**config.mk**
```make
export PLATFORM = sky130hd
export DESIGN_NAME = kyo_sprite_fetch
export DESIGN_NICKNAME = d
export VERILOG_FILES = /design/src/rtl/kyo_sprite_fetch.sv
export SDC_FILE = /design/constraint.sdc
export NUM_CORES = 1
export LEC_CHECK = 0
export CORE_ASPECT_RATIO = 0.75
export CORE_MARGIN = 2
export CORE_UTILIZATION = 55
export DETAILED_ROUTE_END_ITERATION = 16
export PLACE_DENSITY_LB_ADDON = 0.3
export REMOVE_ABC_BUFFERS = 1
export SLEW_MARGIN = 5
export SYNTH_ARGS = -nofsm -noshare
export SYNTH_HDL_FRONTEND = slang
export SYNTH_SLANG_ARGS = --single-unit
```
**constraint.sdc**
```tcl
create_clock -name vga_clk -period 7.3 [get_ports vga_clk]
set_input_delay 1.095 -clock vga_clk [delete_from_list [all_inputs] [get_ports vga_clk]]
set_output_delay 1.095 -clock vga_clk [all_outputs]
set_load 0.01 [all_outputs]
```
**src/rtl/kyo_sprite_fetch.sv**
```systemverilog
// Sprite fetch: turns VGA draw coordinates into a sprite ROM address and a hit flag.
// The sprite can be mirrored horizontally and can cycle through animation frames.
// Stage 0 is the hit test and address computation. Stage 1 registers rom_address and sprite_on.
// Stage 2 delays the hit flag so that it lines up with the palette pixel register.
module kyo_sprite_fetch #(
   parameter int SPR_W      = 80,
   parameter int SPR_H      = 120,
   parameter int FRAMES     = 3,
   parameter int FRAME_HOLD = 8,
   parameter int ADDR_W     = 15
)(
   input  logic              vga_clk,
   input  logic              reset_n,
   input  logic [9:0]        draw_x,
   input  logic [9:0]        draw_y,
   input  logic              vde,
   input  logic              frame_start,
   input  logic [9:0]        pos_x,
   input  logic [9:0]        pos_y,
   input  logic              facing_left,
   input  logic              anim_en,
   output logic [ADDR_W-1:0] rom_address,
   output logic              sprite_on,
   output logic              sprite_on_px,
   output logic [1:0]        frame_idx
);

   localparam int HC_W     = (FRAME_HOLD > 1) ? $clog2(FRAME_HOLD) : 1;
   localparam int FRAME_SZ = SPR_W * SPR_H;

   typedef enum logic {HOLD, ADVANCE} anim_state_t;
   // With a hold of one, every enabled frame_start advances.
   localparam anim_state_t ST_INIT = (FRAME_HOLD == 1) ? ADVANCE : HOLD;

   // Position and facing are shadowed once per frame, so the sprite never tears mid-frame.
   // anim_en is consumed directly on the frame_start cycle, so it needs no shadow.
   logic [9:0]      sx, sy;
   logic            sface;
   logic [HC_W-1:0] hold_cnt;
   anim_state_t     state;

   logic [10:0]       rel_x, rel_y, col;
   logic              hit;
   logic [ADDR_W-1:0] addr;
   logic [2:1]        vld_pipe;

   // Shadow load and animation sequencing. Both act only on frame_start cycles.
   // ADVANCE means that the next enabled frame_start moves on to the next frame.
   always_ff @(posedge vga_clk) begin
      if (!reset_n) begin
         sx        <= '0;
         sy        <= '0;
         sface     <= 1'b0;
         hold_cnt  <= '0;
         frame_idx <= '0;
         state     <= ST_INIT;
      end else if (frame_start) begin
         sx    <= pos_x;
         sy    <= pos_y;
         sface <= facing_left;
         if (!anim_en) begin
            hold_cnt  <= '0;
            frame_idx <= '0;
            state     <= ST_INIT;
         end else if (state == ADVANCE) begin
            hold_cnt  <= '0;
            frame_idx <= (frame_idx == 2'(FRAMES-1)) ? 2'd0 : frame_idx + 2'd1;
            state     <= ST_INIT;
         end else begin
            hold_cnt <= hold_cnt + 1'b1;
            state    <= (hold_cnt == HC_W'(FRAME_HOLD-2)) ? ADVANCE : HOLD;
         end
      end
   end

   // Hit test on the registered shadows. A negative offset sets bit 10, which blocks any wrap.
   // The address arithmetic is done modulo 2**ADDR_W, which is the same as a full-width truncation.
   always_comb begin
      rel_x = {1'b0, draw_x} - {1'b0, sx};
      rel_y = {1'b0, draw_y} - {1'b0, sy};
      hit   = vde & ~rel_x[10] & (rel_x < 11'(SPR_W)) & ~rel_y[10] & (rel_y < 11'(SPR_H));
      col   = sface ? (11'(SPR_W-1) - rel_x) : rel_x;
      addr  = ADDR_W'(frame_idx) * ADDR_W'(FRAME_SZ)
            + ADDR_W'(rel_y) * ADDR_W'(SPR_W)
            + ADDR_W'(col);
   end

   // Stage 1 holds the address and the hit flag. Stage 2 holds the hit flag for the palette pixel.
   // Non-hit pixels fetch address 0, which maps to the transparent palette index.
   always_ff @(posedge vga_clk) begin
      if (!reset_n) begin
         rom_address <= '0;
         vld_pipe    <= '0;
      end else begin
         rom_address <= hit ? addr : '0;
         vld_pipe    <= {vld_pipe[1], hit};
      end
   end

   assign sprite_on    = vld_pipe[1];
   assign sprite_on_px = vld_pipe[2];

endmodule

```
==> reports/qor.json <==
{
  "result_of_the_run": {"value": "complete, no violations"},
  "drc": {"value": 0},
  "worst_setup_path_end_kind": {"value": "flip-flop"},
  "detail_route.vias_per_cell": {"value": 5.34},
  "max-vdd-ir-drop": {"value": 0.149, "unit": "mV"},
  "cts.repair_timing.setup_buffer_count": {"value": 0},
  "fp.dieArea": {"value": 7480, "unit": "um^2"},
  "power_per_cell_area": {"value": 254, "unit": "nW/um^2"},
  "vias_in_the_first_global_route": {"value": 3004},
  "critical_path_peak_fanout": {"value": 3},
  "antenna_viol_nets_final": {"value": 0},
  "final_routed_wirelength_across_all_metal_layers": {"value": 7740, "unit": "um"},
  "h-tree-depth": {"value": 2},
  "row_count": {"value": 25},
  "synth_warnings": {"value": 0},
  "grt.total_usage": {"value": 22.4, "unit": "%"},
  "antenna_found_initial": {"value": 0},
  "worstSkewPairLatency": {"value": 0.31, "unit": "ns"},
  "clockBufferDepth": {"value": 2},
  "maxClockFrequency": {"value": 175, "unit": "MHz"},
  "syn_area_per_cell": {"value": 8.78, "unit": "um^2"},
  "min_period_over_period": {"value": 78.2, "unit": "%"},
  "worst_clock_skew": {"value": 0.00406, "unit": "ns"},
  "seq_area_frac_synth": {"value": 23.5, "unit": "%"},
  "die_h": {"value": 75.4, "unit": "um"},
  "boundaryPins": {"value": 65},
  "adder_and_majority_cell_fraction_of_the_synthesized_area": {"value": 23.3, "unit": "%"},
  "clkTransAtPathRegs": {"value": 0.09, "unit": "ns"},
  "place.detailed.hpwl": {"value": 6090, "unit": "um"},
  "nets": {"value": 596},
  "finalNonFillerCells": {"value": 567},
  "critical_path_class": {"value": "in -> reg"},
  "hold_start": {"value": "vld_pipe[1]"},
  "slew_headroom": {"value": 52.6, "unit": "%"},
  "multi_input_comb_area": {"value": 2580, "unit": "um^2"},
  "setup.worst_path.start_class": {"value": "primary input"},
  "yosys.area_share.simple": {"value": 15.9, "unit": "%"},
  "gpl.final_weighted_congestion": {"value": 0.849},
  "timing.final.crit_period": {"value": 5.71, "unit": "ns"},
  "unrepaired_setup_endpoints_after_global_routing": {"value": "false"},
  "syn_to_final_growth": {"value": 21.7, "unit": "%"},
  "post_drt_wl_per_cell": {"value": 13.6, "unit": "um"},
  "post_route_cells_drive_above_1_share": {"value": 4.73, "unit": "%"},
  "setup_tns": {"value": 0, "unit": "ns"},
  "synth.area.mux_share": {"value": 5.89, "unit": "%"},
  "filler_cell_count": {"value": 525},
  "root_buffer": {"value": "sky130_fd_sc_hd__clkbuf_8"},
  "number_of_cell_instances_on_the_worst_register_to_register_path": {"value": 19},
  "hold_class": {"value": "reg -> reg"},
  "crit-reg2reg-capture": {"value": "rom_address[14]"},
  "tightestPinTransition": {"value": 0.710, "unit": "ns"},
  "place.port_buffers": {"value": 64},
  "synthXorXnorAreaFrac": {"value": 9.50, "unit": "%"},
  "hold_viol": {"value": 0},
  "detail_route.first_pass.iterations": {"value": 5},
  "layout_commonest_cell": {"value": "sky130_fd_sc_hd__clkdlybuf4s50_1"},
  "timing.hold.worst_path_depth": {"value": 1},
  "synth_cell_types": {"value": 46},
  "asyncSetResetFlopFracSynth": {"value": 0, "unit": "%"},
  "start_util": {"value": 58.1, "unit": "%"},
  "p_leak": {"value": 1.98, "unit": "nW"},
  "postSynthCellCount": {"value": 426},
  "power.total": {"value": 1.16, "unit": "mW"},
  "numClockSinks": {"value": 44},
  "maxSlewViolCount": {"value": 0},
  "design.core.area": {"value": 6440, "unit": "um^2"},
  "grt_max_degree": {"value": 30},
  "cts-hold-fix-buffers": {"value": 0},
  "post_synth_edffs": {"value": 0},
  "ys_ff_latch": {"value": 44},
  "holdWs": {"value": 0.467, "unit": "ns"},
  "worstReg2RegStart": {"value": "sy[1]"},
  "netlist_area": {"value": 3740, "unit": "um^2"},
  "cp.arrival": {"value": 5.94, "unit": "ns"},
  "synth_compound_gate_area_share": {"value": 14.5, "unit": "%"},
  "num_vias": {"value": 3025},
  "final-setup-viol-count": {"value": 0},
  "globalRoute.totalOverflow": {"value": 0},
  "postCtsResizedCells": {"value": 0},
  "antennaDiodeCount": {"value": 0},
  "seqCellArea": {"value": 881, "unit": "um^2"},
  "cts_made_buffers": {"value": 5},
  "critical_path_required": {"value": 7.53, "unit": "ns"},
  "first_pass_grt_wire_length": {"value": 13400, "unit": "um"},
  "cts_tree": {"value": "done"},
  "timing.hold.worst_endpoint": {"value": "vld_pipe[2]"},
  "synth_flop_cell": {"value": "sky130_fd_sc_hd__dfxtp_1"},
  "numPlacedInstances": {"value": 559},
  "die-width": {"value": 99.2, "unit": "um"},
  "final_cell_mix": {"value": "sky130_fd_sc_hd__clkdlybuf4s50_1 (64), sky130_fd_sc_hd__inv_1 (57), sky130_fd_sc_hd__ha_1 (57)"},
  "max_cap_viol_count": {"value": 0},
  "combinational_family_with_the_most_area_after_synthesis": {"value": "adder cells"},
  "timing.reg2reg.setup_slack": {"value": 2.47, "unit": "ns"},
  "first_iteration_detailed_routing_drc_count": {"value": 107}
}
==> routing by layer <==
metal | vias up | part of all wire [%] | GRT usage [%]
li1 | 1562 | - | -
met1 | 1385 | 49 | 29.0
met3 | 11 | 3.7 | 4.68
met5 | - | 0 | 0
met2 | 67 | 46 | 38.3
met4 | 0 | 1.4 | 7.00
==> layout make-up <==
type | count | area share, %
multi-input combinational | 311 | 56.8
sequential | 44 | 19.3
timing repair buffer | 66 | 14.4
inverter | 57 | 4.70
tap | 81 | 2.23
clock buffer | 5 | 1.51
clock inverter | 3 | 1.04
==> flip-flops by register name (all words and copies together), names as in the netlist <==
| signal | cells |
|---|---|
| hold_cnt | 3 |
| sy | 10 |
| frame_idx | 2 |
| state | 1 |
| rom_address | 15 |
| vld_pipe | 2 |
| sface | 1 |
| sx | 10 |
==> cells by family after synthesis <==
family,after synthesis
DFF,44
and+or+nand+nor,105
muxes,22
adders and majority gates,65
buffers and inverters,71
AOI/OAI and AO/OA,80
xor gates and xnor gates,39
==> where the power goes <==
part / switching (mW) / internal, mW
logic: 0.383 / 0.323
registers: 0.00527 / 0.247
clock network: 0.0949 / 0.103
total: 0.483 / 0.674
==> through the flow <==
step | setup slack (ns) | instance area, um^2 | utilization (%)
2_1_floorplan | 2.19 | 3680 | -
3_3_place_gp | 1.51 | 4440 | 68.9
3_5_place_dp | 1.31 | 4440 | 68.9
4_1_cts | 1.63 | 4550 | 70.7
5_1_grt | 1.27 | 4550 | 70.7
6_report | 1.59 | 4550 | 70.7
==> worst max-delay path by stage <==
stage / from / end / slack (ns) / depth (start not counted)
final: draw_x[0] / rom_address[14] / 1.59 / 20
after global routing: draw_x[0] / rom_address[14] / 1.27 / 20
after CTS: draw_x[0] / rom_address[14] / 1.63 / 20
after detailed placement: draw_x[0] / rom_address[14] / 1.31 / 20
after global placement: draw_x[0] / rom_address[14] / 1.51 / 20
after floorplan: draw_y[0] / rom_address[14] / 2.19 / 19
==> synth_stat cells, types with 2 or more instances <==
cell / number / share of area (%)
sky130_fd_sc_hd__a21oi_1: 24 / 3.2
sky130_fd_sc_hd__and2_1: 2 / 0.33
sky130_fd_sc_hd__nor2_1: 13 / 1.3
sky130_fd_sc_hd__o21bai_1: 2 / 0.40
sky130_fd_sc_hd__nor3_1: 15 / 2.0
sky130_fd_sc_hd__nand4_1: 3 / 0.50
sky130_fd_sc_hd__o21a_1: 7 / 1.4
sky130_fd_sc_hd__a21boi_0: 2 / 0.40
sky130_fd_sc_hd__clkbuf_1: 12 / 1.2
sky130_fd_sc_hd__ha_1: 57 / 19
sky130_fd_sc_hd__a31oi_1: 3 / 0.50
sky130_fd_sc_hd__nor2b_1: 34 / 5.7
sky130_fd_sc_hd__inv_1: 57 / 5.7
sky130_fd_sc_hd__or3_1: 2 / 0.33
sky130_fd_sc_hd__a21o_1: 8 / 1.6
sky130_fd_sc_hd__mux2i_1: 22 / 5.9
sky130_fd_sc_hd__dfxtp_1: 44 / 24
sky130_fd_sc_hd__o31a_1: 4 / 0.94
sky130_fd_sc_hd__xnor2_1: 21 / 4.9
sky130_fd_sc_hd__nand2b_1: 2 / 0.33
sky130_fd_sc_hd__o31ai_1: 4 / 0.80
sky130_fd_sc_hd__o21ai_0: 13 / 1.7
sky130_fd_sc_hd__nor3_2: 9 / 2.4
sky130_fd_sc_hd__xor2_1: 17 / 4.0
sky130_fd_sc_hd__fa_1: 8 / 4.3
sky130_fd_sc_hd__nand2_1: 20 / 2.0
sky130_fd_sc_hd__a311o_1: 2 / 0.54
==> critical path, stage by stage <==
cell and delay [ns]:
sky130_fd_sc_hd__clkdlybuf4s50_1 0.45, sky130_fd_sc_hd__inv_1 0.04, sky130_fd_sc_hd__ha_1 0.23, sky130_fd_sc_hd__fa_1 0.42, sky130_fd_sc_hd__nor2b_1 0.23, sky130_fd_sc_hd__o2111ai_1 0.17
sky130_fd_sc_hd__nand2_1 0.11, sky130_fd_sc_hd__xor2_1 0.34, sky130_fd_sc_hd__o2111a_1 0.30, sky130_fd_sc_hd__nand2_1 0.08, sky130_fd_sc_hd__xor2_1 0.18, sky130_fd_sc_hd__fa_1 0.52
sky130_fd_sc_hd__inv_1 0.04, sky130_fd_sc_hd__ha_1 0.32, sky130_fd_sc_hd__a21oi_1 0.22, sky130_fd_sc_hd__o21ai_0 0.20, sky130_fd_sc_hd__o31ai_1 0.35, sky130_fd_sc_hd__o21a_1 0.20
sky130_fd_sc_hd__xnor3_1 0.29, sky130_fd_sc_hd__nor3_1 0.14
No activity file was read; power rests on OpenSTA's default activity.
==> RTL edit 1: new RTL, same flow settings <==
Change the parameter `ADDR_W` from 15 to 16.
--- a/src/rtl/kyo_sprite_fetch.sv
+++ b/src/rtl/kyo_sprite_fetch.sv
@@ -7,7 +7,7 @@
    parameter int SPR_H      = 120,
    parameter int FRAMES     = 3,
    parameter int FRAME_HOLD = 8,
-   parameter int ADDR_W     = 15
+   parameter int ADDR_W     = 16
 )(
    input  logic              vga_clk,
    input  logic              reset_n,
Ports: changed (resized rom_address); port bits go from 65 to 66. The function was not compared with the original's and may differ.
==> RTL edit 1 against the unedited design <==
Cell area up 1.6%. Worst setup slack worse by 13 ps. Synthesized area up 1.3%. Routed wire length down 2.5%. Core utilization down 1.9 points. Global-route usage down 1.2 points. First-iteration DRC count up 50%. Critical path depth up 2. Die area up 1.2%. Sequential cell count up 1. Non-clock buffer count up 1. Worst hold slack better by 9.2 ps. Power up 3.7%. Highest routed layer unchanged.
==> RTL edit 1: results (changes against the unedited design) <==
• **fill cell total of the finished layout** 539, +2.7%
• **sum of routed wire length over all layers** 7545 um, -2.5%
• **leakage power** 0.002023 uW, +2.1%
• **net count reported at finish** 603, +1.2%
• **antenna violations before repair** 0, unchanged
• **status** completed
• **distinct cell type count of the synthesized netlist** 47, +2.2%
• **insertion delay to the later sink of the worst-skew pair** 300 ps
• **CTS clock-pin slew for the worst setup and hold paths** 90 ps, about the same
• **top cells by area, synth** dfxtp_1 24%, ha_1 20%, mux2i_1 6.1%
• **Placement Cell Area** 0.004508 mm2, +1.6%
• **Placed Cells** 565, +1.1%
• **number of warnings printed during yosys synthesis** 0, unchanged
• **Worst IR Drop VDD** 0.1520 mV, +2.1%
• **vias per cell** 5.332, about the same
• **wire length of the first global-routing pass** 12970 um, -3.4%
• **final weighted congestion in routability-driven placement** 0.9132, +7.6%
• **Routed WL per cell** 13.17 um, -3.5%
• **type of the worst min-delay path** reg -> reg
• **CTS root buffer** clkbuf_8
• **sequential element share of the synthesized area** 0.2377, +0.002251
• **postcts setup bufs** 0, unchanged
• **DRC violation total after the first TritonRoute iteration** 160, +50%
• **number of global-route vias before repair** 2922, -2.7%
• **Post-Syn Area per Cell** 8.917 um2, +1.5%
• **WP data arrival** 5920 ps, -20 ps
• **highest fanout seen on the critical path** 7, +4
• **share of async-settable or async-resettable flops after synthesis** 0, unchanged
• **number of buffers on the longest clock path** 2, unchanged
• **antenna diode count** 0, unchanged
• **post-detail-place hpwl** 5988 um, -1.7%
• **top flop regs** rom_address: 16 flops, sx: 10 flops, sy: 10 flops
• **Total Routing Usage GR** 0.2122, -0.01182
• **detailed-routing iteration count for the pre-antenna-repair pass** 4, -1
• **total of buffers placed on input and output ports** 65, +1.6%
• **worst relative slew slack** 0.5208, -0.005672
• **clk_skew** 6.203 ps, +2.146 ps
• **fraction of layout instances using a drive strength above 1** 0.03885, -0.008470
• **most numerous cell types in the synthesized netlist** 61 x ha_1, 45 x dfxtp_1, 42 x inv_1, 30 x nor2b_1, 25 x xnor2_1
==> RTL edit 1: changes by cell type after synthesis, sizes merged, moves of 4 or more <==
cell	delta
nor2	+7
o31a	-4
a211oi	+4
inv	-15
clkbuf	-5
xnor2	+4
and2	+15
nor2b	-4
nor3	-15
ha	+4
==> RTL edit 1: path summary, 6_finish.rpt <==
path,startpoint,endpoint,slack [ps],cells past startpoint
min,vld_pipe[1],vld_pipe[2],480,1
max,draw_x[0],rom_address[15],1580,22
min reg2reg,vld_pipe[1],vld_pipe[2],480,1
max reg2reg,sx[0],rom_address[15],2480,20
==> RTL edit 1: layer usage <==
metal,vias to the layer above,track usage,part of all wire,wire length [um]
li1,1575,-,-,-
met1,1388,0.2890,0.50,3737
met2,79,0.3649,0.44,3327
met3,13,0.03303,0.050,375
met4,0,0.04110,0.014,105
met5,-,0,0,0
==> RTL edit 1: cell type report <==
type	count	area (um2)	area share
clock inverter	2	37.54	0.008110
tap	84	105.1	0.02271
sequential	45	900.9	0.1946
timing repair buffer	67	665.6	0.1438
multi-input combinational	327	2679	0.5788
clock buffer	6	82.58	0.01784
inverter	42	157.7	0.03406
==> RTL edit 1: power breakdown <==
group / internal, uW / total [uW] / switching [uW]
sequential: 253 / 258 / 4.98
clock: 111 / 203 / 91.7
combinational: 351 / 739 / 389
==> RTL edit 1: cells by family after synthesis <==
group           after synthesis  share of synthesized area
fa+ha+maj                    69                     0.2436
xor+xnor                     42                    0.09706
simple gates                111                     0.1604
buf+inv                      53                    0.05546
flops                        45                     0.2377
mux                          23                    0.06075
compound gates               82                     0.1449
==> RTL edit 1: worst max-delay path: stages <==
cell and delay [ps]:
clkdlybuf4s50_1 400, inv_1 60, ha_1 160, inv_1 60, fa_1 430, a211oi_4 370
nor2_1 130, and4_1 170, a311oi_1 320, and2_1 190, nand2_1 70, xnor2_1 170
fa_1 510, inv_1 40, ha_1 330, a21o_1 200, a21oi_1 240, a21oi_1 130
a221oi_1 380, o21ai_0 170, xnor2_1 140, and2_1 150
==> RTL edit 1: per-stage QoR <==
step	power (uW)	setup WS, ps
3_5_place_dp	992.4	1303
6_report	1200	1581
3_3_place_gp	975.1	1438
5_1_grt	1320	1267
4_1_cts	1203	1589
2_1_floorplan	847.1	2101
==> RTL edit 2: new RTL, same settings <==
Made on the original files. Register the input `draw_y` before use, cleared by the reset. The logic sees it one clock later. The other inputs are not delayed to match.
--- a/src/rtl/kyo_sprite_fetch.sv
+++ b/src/rtl/kyo_sprite_fetch.sv
@@ -31,6 +31,16 @@
    typedef enum logic {HOLD, ADVANCE} anim_state_t;
    // With a hold of one, every enabled frame_start advances.
    localparam anim_state_t ST_INIT = (FRAME_HOLD == 1) ? ADVANCE : HOLD;
+
+   logic [9:0] draw_y_q;
+
+   always_ff @(posedge vga_clk) begin
+      if (!reset_n) begin
+         draw_y_q <= '0;
+      end else begin
+         draw_y_q <= draw_y;
+      end
+   end
 
    // Position and facing are shadowed once per frame, so the sprite never tears mid-frame.
    // anim_en is consumed directly on the frame_start cycle, so it needs no shadow.
@@ -77,7 +87,7 @@
    // The address arithmetic is done modulo 2**ADDR_W, which is the same as a full-width truncation.
    always_comb begin
       rel_x = {1'b0, draw_x} - {1'b0, sx};
-      rel_y = {1'b0, draw_y} - {1'b0, sy};
+      rel_y = {1'b0, draw_y_q} - {1'b0, sy};
       hit   = vde & ~rel_x[10] & (rel_x < 11'(SPR_W)) & ~rel_y[10] & (rel_y < 11'(SPR_H));
       col   = sface ? (11'(SPR_W-1) - rel_x) : rel_x;
       addr  = ADDR_W'(frame_idx) * ADDR_W'(FRAME_SZ)
Function: changed (a bounded check fails within 4 cycles, from zero or initial values and one cycle with reset_n low).
==> RTL edit 2 against the unedited design <==
Routed wire length up 9.7%. Count of clock-buffer cells in the layout rose by 1. Sequential cell count increased by 10. Cell area is 11% higher. Sequential power rose by 23%. Synthesized area increased by 11%. Worst setup slack improved by 91 ps. Power increased by 16%.
==> RTL edit 2: results (changes against the unedited design) <==
• **flop2flop setup slack** 2350 ps, -120 ps
• **vias per cell** 5.223, -2.1%
• **distinct cell type count of the synthesized netlist** 60, +30%
• **Total Routing Usage GR** 0.2145, -0.009470
• **number of global-route vias before repair** 3214, +7.0%
• **worst hold margin** 472.7 ps, +5.692 ps
• **total vias in the final route** 3259, +7.7%
• **clk_skew** 6.546 ps, +2.489 ps
• **sw frac** 0.3978, -0.01989
• **dpl ws** 1389 ps, +80.66 ps
• **most numerous cell types in the synthesized netlist** 57 x ha_1, 55 x inv_1, 54 x dfxtp_1, 33 x nor2b_1, 24 x mux2i_1
• **top cells by area, synth** dfxtp_1 26%, ha_1 17%, mux2i_1 5.8%
• **status** completed
• **met2 WL post-DR** 3628 um, +2.5%
• **fill cell total of the finished layout** 634, +21%
• **total power per unit cell area** 266.8 mW/mm2, +5.0%
• **net count reported at finish** 633, +6.2%
• **detailed-routing iteration count for the pre-antenna-repair pass** 4, -1
• **slew at the pin closest to its max-slew limit** 670.3 ps, -40.07 ps
• **final weighted congestion in routability-driven placement** 0.8505, +0.22%
• **wire length of the first global-routing pass** 14530 um, +8.2%
• **Met3 Wirelength** 442 um, +55%
• **pin count of the biggest net entering global routing** 40, +33%
• **sum of routed wire length over all layers** 8489 um, +9.7%
• **WP data arrival** 5800 ps, -140 ps
• **share of the clock period used by the worst path after layout** 0.7692, -0.01249
-- RTL edit 2: cell types whose count changed after synthesis, sizes merged, moves of 6 or more --
cell,unedited run,this run
nor3,24,4
dfxtp,44,54
nand3,1,7
nor2,13,31
and2,2,13
nand2b,2,8
-- RTL edit 2: area by class of cell --
cell class	count	area (um2)	share of cell area
multi-input combinational	339	2816	0.5597
sequential	54	1081	0.2148
timing repair buffer	66	655.6	0.1303
inverter	56	210.2	0.04177
tap	101	126.4	0.02511
clock buffer	6	82.58	0.01641
clock inverter	2	60.06	0.01193
-- RTL edit 2: power by group through the flow --
stage                     Clock, uW  Sequential (uW)  Combinational [uW]
after floorplan                   0              316                 608
after global placement            0              317                 739
after detailed placement          0              318                 771
after CTS                       252              311                 782
after global routing            264              312                 881
final                           246              311                 786
-- RTL edit 2: cell families (layout without fill, tap and decap cells) --
logic type,count (synthesis),count (layout),synth area share
compound gates,78,78,0.1504
xor+xnor,36,36,0.07743
fa+ha+maj,65,65,0.2095
buf+inv,68,130,0.06513
flops,54,54,0.2593
mux,24,24,0.05762
simple gates,136,136,0.1807
-- RTL edit 2: worst max-delay path, cell delays in order --
cell	delay [ps]
clkdlybuf4s50_1	450
inv_1	40
ha_1	210
fa_1	420
nand2b_1	210
a21oi_1	230
nor2_1	50
or2_2	290
ha_1	200
nor2b_1	140
nor3_1	70
a21bo_2	240
xor2_1	150
fa_1	540
inv_1	40
ha_1	340
or3_1	360
o211ai_1	120
o21ai_0	150
xnor2_1	230
xnor2_1	160
nor2_2	40
-- RTL edit 2: metal layers --
layer / global-route usage / vias up
li1: - / 1694
met1: 0.2921 / 1469
met2: 0.3438 / 81
met3: 0.03510 / 15
met4: 0.08108 / 0
met5: 0 / -
